--- src/rtl/ins_fetch_ctrl.sv ---
// Instruction fetch controller: drives the I-cache fetch address, waits for a
// registered hit, and loads the IF/ID register with stall, branch and timeout handling.
module ins_fetch_ctrl #(
    parameter logic [31:0] RESET_PC = 32'h0000_0000,
    parameter int unsigned MAX_WAIT = 16
) (
    input  logic        clk,
    input  logic        rstn,
    input  logic        icache_hit,
    input  logic [31:0] icache_ins,
    input  logic        istall,
    input  logic        ibranch_taken,
    input  logic [31:0] ibranch_target,
    output logic [31:0] oaddr,
    output logic [31:0] oins,
    output logic [31:0] opc4,
    output logic        ovalid,
    output logic        oerr
);

    localparam int unsigned CNT_W = (MAX_WAIT > 2) ? $clog2(MAX_WAIT) : 1;
    localparam logic [CNT_W-1:0] CNT_MAX = CNT_W'(MAX_WAIT - 1);

    typedef enum logic [1:0] {
        ST_REQ  = 2'd0,
        ST_WAIT = 2'd1,
        ST_HOLD = 2'd2
    } state_e;

    state_e           state_q, state_d;
    logic [31:0]      pc_q, pc_d;
    logic [31:0]      ins_q, ins_d;
    logic [31:0]      pc4_q, pc4_d;
    logic             valid_q, valid_d;
    logic             err_q, err_d;
    logic [31:0]      pend_q, pend_d;
    logic [CNT_W-1:0] cnt_q, cnt_d;
    logic [31:0]      pc_plus4;

    assign pc_plus4 = pc_q + 32'd4;

    always_ff @(posedge clk or negedge rstn) begin
        if (!rstn) begin
            state_q <= ST_REQ;
            pc_q    <= RESET_PC;
            ins_q   <= 32'd0;
            pc4_q   <= 32'd0;
            valid_q <= 1'b0;
            err_q   <= 1'b0;
            pend_q  <= 32'd0;
            cnt_q   <= '0;
        end else begin
            state_q <= state_d;
            pc_q    <= pc_d;
            ins_q   <= ins_d;
            pc4_q   <= pc4_d;
            valid_q <= valid_d;
            err_q   <= err_d;
            pend_q  <= pend_d;
            cnt_q   <= cnt_d;
        end
    end

    always_comb begin
        state_d = state_q;
        pc_d    = pc_q;
        ins_d   = ins_q;
        pc4_d   = pc4_q;
        valid_d = valid_q;
        err_d   = err_q;
        pend_d  = pend_q;
        cnt_d   = cnt_q;

        // An unstalled cycle without a delivery leaves a bubble in IF/ID
        if (!istall) begin
            valid_d = 1'b0;
        end

        unique case (state_q)
            ST_REQ: begin
                state_d = ST_WAIT;
                cnt_d   = '0;
            end
            ST_WAIT: begin
                if (icache_hit) begin
                    if (!istall) begin
                        ins_d   = icache_ins;
                        pc4_d   = pc_plus4;
                        valid_d = 1'b1;
                        pc_d    = pc_plus4;
                        state_d = ST_REQ;
                    end else begin
                        pend_d  = icache_ins;
                        state_d = ST_HOLD;
                    end
                end else if (cnt_q == CNT_MAX) begin
                    err_d = 1'b1;
                end else begin
                    cnt_d = cnt_q + CNT_W'(1);
                end
            end
            ST_HOLD: begin
                if (!istall) begin
                    ins_d   = pend_q;
                    pc4_d   = pc_plus4;
                    valid_d = 1'b1;
                    pc_d    = pc_plus4;
                    state_d = ST_REQ;
                end
            end
            default: state_d = ST_REQ;
        endcase

        // Redirect wins over everything, including a hit landing this cycle
        if (ibranch_taken) begin
            pc_d    = {ibranch_target[31:2], 2'b00};
            ins_d   = ins_q;
            pc4_d   = pc4_q;
            valid_d = 1'b0;
            pend_d  = 32'd0;
            cnt_d   = '0;
            state_d = ST_REQ;
        end
    end

    assign oaddr  = pc_q;
    assign oins   = ins_q;
    assign opc4   = pc4_q;
    assign ovalid = valid_q;
    assign oerr   = err_q;

endmodule

--- config.mk ---
export PLATFORM = sky130hd
export DESIGN_NAME = ins_fetch_ctrl
export DESIGN_NICKNAME = d
export VERILOG_FILES = /design/src/rtl/ins_fetch_ctrl.sv
export SDC_FILE = /design/constraint.sdc
export NUM_CORES = 1
export LEC_CHECK = 0
export CAP_MARGIN = 20
export CORE_ASPECT_RATIO = 1.25
export CORE_UTILIZATION = 25
export DETAILED_ROUTE_END_ITERATION = 12
export GPL_TIMING_DRIVEN = 0
export PLACE_DENSITY = 0.44
export SLEW_MARGIN = 40
export SYNTH_ARGS = -nofsm -noshare
export SYNTH_HDL_FRONTEND = slang
export SYNTH_SLANG_ARGS = --single-unit
export TNS_END_PERCENT = 10
--- constraint.sdc ---
create_clock -name clk -period 2.2 [get_ports clk]
set_input_delay 0.22 -clock clk [delete_from_list [all_inputs] [get_ports clk]]
set_output_delay 0.22 -clock clk [all_outputs]
set_load 0.02 [all_outputs]
==> impl_metrics.csv, run 1 <==
group,metric,value,unit
status,status,"finished clean",
grt,grt_max_degree,72,
timing,worstMarginPinSlew,789.1,ps
power,seq_power_share,37.7,%
critical_path,cp_top_family,"simple AND/OR/NAND/NOR gates",
power,clkPwrFrac,32.4,%
die,coreArea,24740,um2
final_layout,area_delta_synth_final,44.92,%
hold_path,hp-class,"primary input to asynchronous set/reset pin",
place,placed_area,8401,um2
place,routabilityCongestion,0.7912,
die,initial_core_util,25.69,%
critical_path,r2r_start,"oaddr[5]",
grt,grt_pass1_wl,31310,um
place,portBuffers,158,
critical_path,cp_slowest_stage_delay,420,ps
final_layout,fin_nets,897,
cts,clockBufferDepth,2,
grt,grt_pass1_vias,5669,
critical_path,cp-end-kind,"register",
routing,drc_errors,0,
routing,vias,5391,
timing,timing.final.crit_share,96.99,%
final_layout,diodes,0,
die,die_area,26070,um2
timing,fin_setup_tns,0,ps
cts,clkTransAtPathRegs,60,ps
synth,syn_area,6356,um2
timing,finalCriticalPeriod,2134,ps
grt,grt_use_total,15.77,%
timing,slew_violations,0,
routing,drt_wl_total,20020,um
critical_path,cp.depth,9,
timing,setup_slack,66.17,ps
cts,cts_root_buf,"clkbuf_16",
job,cap_violations,0,
power,p_leak,3.711,nW
power,pwr-share-comb,29.9,%
critical_path,worst_ep_required_time,2480,ps
routing,routedWlPerCell,17.20,um
synth,syn_inst,632,
place,dp_slack,-489.4,ps
critical_path,critPathLaunchType,"register",
final_layout,drive_gt1_share,12.11,%
critical_path,startpoint,"oaddr[5]",
cts,cts_tree,"built",
cts,cts.htree.levels,4,
timing,rsz0062_at_grt,"true",
routing,ant_nets,0,
final_layout,final_common_cell,"clkdlybuf4s50_1",
power,power,8.750,mW
critical_path,path_cells,"buf_4 -> nand4_1 -> buf_4 -> or4_4 -> buf_6 -> buf_6 -> nor4_4 -> xnor2_1 -> o21ai_1",
synth,synth_cell_type_count,44,
final_layout,final_cell_mix,"clkdlybuf4s50_1, dfrtp_1, nand2_1",
timing,finClkSkew,11.42,ps
synth,yosys_warnings,0,
power,p_per_area,950.0,nW/um2
power,internal-power,5.924,mW
critical_path,reg2reg_depth,9,
critical_path,crit_type,"register to register",
critical_path,cp.buffers_inverters,4,
timing,finalSetupViolCount,0,
cts,clk_latency,420,ps
timing,hold_violations,0,
grt,antenna_found_initial,0,
critical_path,crit_slowest_cell,"or4_4",
routing,viasPerCell,4.631,
critical_path,worstPathMaxFanout,10,
die,io_pins,167,
grt,overflow,0,
timing,fmax,0.4686,GHz
die,die_x,144.6,um
synth,avgSynthCellArea,10.06,um2
die,die_h,180.3,um
die,fp-row-count,64,
place,dp_hpwl,14440,um
power,switchingPower,2.826,mW
synth,ys_seq_elements,132,
power,p_sw_share,32.30,%
critical_path,critPathArrivalTime,2420,ps
power,irDropWorstVdd,0.5406,mV
routing,initialDrtViolationCount,192,
cts,cts_buffers,17,
final_layout,fin_area,9211,um2
routing,drtPass1Iterations,5,
timing,slew_headroom,47.40,%
synth,ys_seq_area_share,51.97,%
cts,clock-sinks,132,
final cells by class:
cell class                      count  area, um2
Fill cell                        2449      15530
Sequential cell                   132       3307
Multi-Input combinational cell    448       2898
Timing Repair Buffer              170       1712
Clock buffer                       21      470.5
Tap cell                          330      412.9
Buffer                             47      280.3
Clock inverter                      9      105.1
Inverter                            7      26.28
synth_stat cells, drive strengths merged:
cell	n	share of area (%)
a21oi	31	2.4
or2	2	0.20
clkbuf	31	1.8
o22a	1	0.14
nand3	22	1.7
a41o	1	0.16
buf	18	1.7
nor3b	1	0.12
or3	3	0.30
nand2	79	4.7
nand4	12	1.3
a31oi	2	0.20
nor3	16	1.8
inv	7	0.41
o31a	2	0.28
o21ai	62	4.9
mux2i	37	5.8
a22o	32	4.4
nand3b	1	0.12
nor2b	3	0.30
o22ai	2	0.20
and2	4	0.39
and3	5	0.49
xor2	18	2.5
and4	3	0.41
or4	2	0.30
ha	5	0.98
conb	1	0.059
nor2	49	2.9
nor4	8	1.5
mux2	1	0.18
nand2b	1	0.098
xnor2	38	5.2
dfrtp	132	52
stage by stage:
stage | util, % | hold WS (ps) | cells
CTS | 36.72 | 280.6 | 1158
global placement | 33.79 | 467.4 | 1123
detailed placement | 33.95 | 194.6 | 1124
finish | 37.23 | 314.2 | 1164
global route | 37.23 | 359.2 | 1164
floorplan | - | -75.59 | 635
layer usage:
layer	track usage, %	part of all wire (%)
met5	0	0
met4	4.926	1.7
met3	4.092	5.6
met2	27.12	50
met1	18.93	43
power by group through the flow:
| stage | logic, mW | registers, mW | clock network, mW |
|---|---|---|---|
| finish | 2.62 | 3.30 | 2.83 |
| global route | 2.83 | 3.37 | 3.03 |
| CTS | 2.63 | 3.31 | 2.91 |
| detailed placement | 2.60 | 3.34 | 0 |
| global placement | 2.59 | 3.33 | 0 |
| floorplan | 0.640 | 3.85 | 0 |
timing repair:
item / CTS / global route
setup buffers: 4 / 6
hold endpoints to repair: 61 / 0
pin swaps: 2 / 2
hold buffers: 1 / 0
gates resized for setup: 28 / 25
endpoints found under the setup margin: 87 / 104
gates cloned: 0 / 1
flip-flops by register name (all words and copies together), names as in the netlist:
register / flops
oerr: 1
opc4: 30
ovalid: 1
state_q: 2
oaddr: 30
oins: 32
cnt_q: 4
pend_q: 32
path summary, 6_finish.rpt:
check	endpoint	slack, ps
max	oaddr[30]	70
min	oaddr[25]	310
max reg2reg	oaddr[30]	70
min reg2reg	oerr	470
max in group asynchronous	pend_q[13]	1140
min in group clk	ovalid	330
worst register-to-register path, delay by kind of cell, from the launching register on:
kind	cells	cell delay (ps)
AND/OR/NAND/NOR	3	750
buffers and inverters	4	670
flip-flops	1	360
XOR/XNOR	1	150
AO/OA/AOI/OAI	1	70
cell families (layout without fill, tap and decap cells):
| family | after synthesis | in the layout | synth area share, % |
|---|---|---|---|
| AND/OR/NAND/NOR | 211 | 212 | 16.61 |
| AO/OA/AOI/OAI | 133 | 133 | 12.70 |
| flip-flops | 132 | 132 | 51.97 |
| XOR/XNOR | 56 | 56 | 7.717 |
| buffers and inverters | 56 | 254 | 3.957 |
| multiplexers | 38 | 38 | 6.004 |
| adder cells (fa/ha/maj) | 5 | 5 | 0.9843 |
| other | 1 | 4 | 0.05900 |
No activity file was read; power rests on OpenSTA's default activity.
==> inputs of run 2 (changes only) <==
- SETUP_SLACK_MARGIN: unset -> 0.4
==> run 2 against run 1 <==
Clock-buffer cell count down 3. Sequential power about the same. Non-clock buffer count up 14. Critical path depth down 1. Sequential cell count unchanged. Final area up 4.2%. Highest routed layer unchanged.
==> impl_metrics.csv, run 2 (synthesized netlist as in run 1, its figures left out) <==
group,metric,value,unit
status,status,"finished clean",
critical_path,path_cells,"ha_2 -> buf_6 -> mux2i_2 -> or2_4 -> buf_12 -> nor2_4 -> buf_8 -> mux2_4",
cts,clkTransAtPathRegs,60,ps
power,irDropWorstVdd,0.5443,mV
critical_path,cp-end-kind,"register",
grt,grt_pass1_vias,5861,
power,p_per_area,934.4,nW/um2
critical_path,worstPathMaxFanout,11,
final_layout,fin_area,9598,um2
place,portBuffers,158,
die,die_area,26070,um2
die,die_x,144.6,um
cts,cts_root_buf,"clkbuf_16",
grt,grt_pass1_wl,32240,um
timing,finalCriticalPeriod,2029,ps
timing,timing.final.crit_share,92.22,%
routing,initialDrtViolationCount,234,
routing,viasPerCell,4.621,
critical_path,reg2reg_setup_slack,170,ps
critical_path,worst_ep_required_time,2490,ps
critical_path,critPathArrivalTime,2320,ps
timing,setup_slack,171.2,ps
place,dp_hpwl,14840,um
die,die_h,180.3,um
timing,slew_violations,0,
final_layout,fin_nets,910,
final_layout,n_fill_cell,2409,
critical_path,critPathLaunchType,"register",
final_layout,final_cell_mix,"clkdlybuf4s50_1, dfrtp_1, nand2_1",
grt,grt_max_degree,56,
place,dp_slack,-210.6,ps
final_layout,seq_area,3317,um2
final_layout,area_delta_synth_final,51.00,%
place,placed_area,8578,um2
grt,grt_use_total,16.14,%
die,io_pins,167,
cts,cts_tree,"built",
cts,clk_latency,420,ps
timing,hold_violations,0,
die,initial_core_util,25.69,%
routing,vias,5448,
place,routabilityCongestion,0.7767,
die,fp-row-count,64,
power,power,8.968,mW
cts,clockBufferDepth,2,
cts,cts_buffers,17,
timing,slew_headroom,62.46,%
hold_path,hp-class,"primary input to asynchronous set/reset pin",
final_layout,diodes,0,
final_layout,drive_gt1_share,16.73,%
critical_path,cp_slowest_stage_delay,420,ps
cts,clock-sinks,132,
timing,fmax,0.4929,GHz
timing,finalSetupViolCount,0,
grt,overflow,0,
grt,antenna_found_initial,0,
critical_path,crit_type,"register to register",
power,p_leak,3.983,nW
routing,ant_nets,0,
timing,finClkSkew,8.478,ps
timing,worstMarginPinSlew,563.1,ps
final_layout,multi_input_area,2974,um2
die,coreArea,24740,um2
final_layout,final_common_cell,"clkdlybuf4s50_1",
timing,rsz0062_at_grt,"true",
cts,cts.htree.levels,4,
critical_path,crit_slowest_cell,"dfrtp_1",
routing,drc_errors,0,
job,cap_violations,0,
routing,drtPass1Iterations,4,
routing,drt_wl_total,20190,um
routing,routedWlPerCell,17.13,um
run 2: layout make-up:
cell class / count / area share (%)
timing repair buffer: 183 / 19.48
clock inverter: 14 / 1.851
clock buffer: 18 / 4.576
inverter: 7 / 0.2738
tap: 330 / 4.302
buffer: 48 / 3.976
sequential: 132 / 34.56
multi-input combinational: 447 / 30.99
run 2: what timing repair did:
action | in CTS | in global routing
gates cloned | 1 | 1
pin swaps | 11 | 6
hold buffers | 1 | 0
resized for setup | 44 | 16
setup endpoints to repair | 127 | 136
setup buffers | 16 | 4
endpoints found under the hold margin | 77 | 0
run 2: per-stage QoR:
stage          std cells  utilization [%]  TNS, ps  hold slack, ps
6_report            1179            38.79        0           245.2
5_1_grt             1179            38.79        0           265.1
4_1_cts             1174            38.43        0           241.9
3_5_place_dp        1125            34.67    -8532           87.41
3_3_place_gp        1123            34.40  -605360           467.4
2_1_floorplan        635                -        0          -75.59
run 2: path summary, 6_finish.rpt:
| path | start | to | depth (start not counted) |
|---|---|---|---|
| max in group asynchronous | rstn | oaddr[13] | 4 |
| hold reg to reg | oerr | oerr | 1 |
| min in group clk | istall | ovalid | 3 |
| setup reg to reg | state_q[0] | opc4[3] | 8 |
| setup / recovery | state_q[0] | opc4[3] | 8 |
| hold / removal | rstn | oaddr[25] | 2 |
run 2: routing by layer:
metal | vias to the layer above | track usage (%) | wire [um]
met5 | - | 0 | 0
met4 | 0 | 5.937 | 435
met2 | 166 | 27.79 | 9934
met3 | 24 | 4.279 | 1275
met1 | 2657 | 18.92 | 8548
li1 | 2601 | - | -
run 2: power breakdown:
group          internal, mW  leakage [nW]  switching [mW]  total [mW]
clock network          1.82         0.289            1.15        2.98
registers              2.93          1.65           0.363        3.29
logic                  1.30          2.05            1.40        2.70
run 2: worst max-delay path: cells and delay by family (launching register included):
kind,cells,cell delay [ps]
fa+ha+maj,1,190
buf+inv,3,440
mux,2,450
flops,1,420
simple gates,2,390
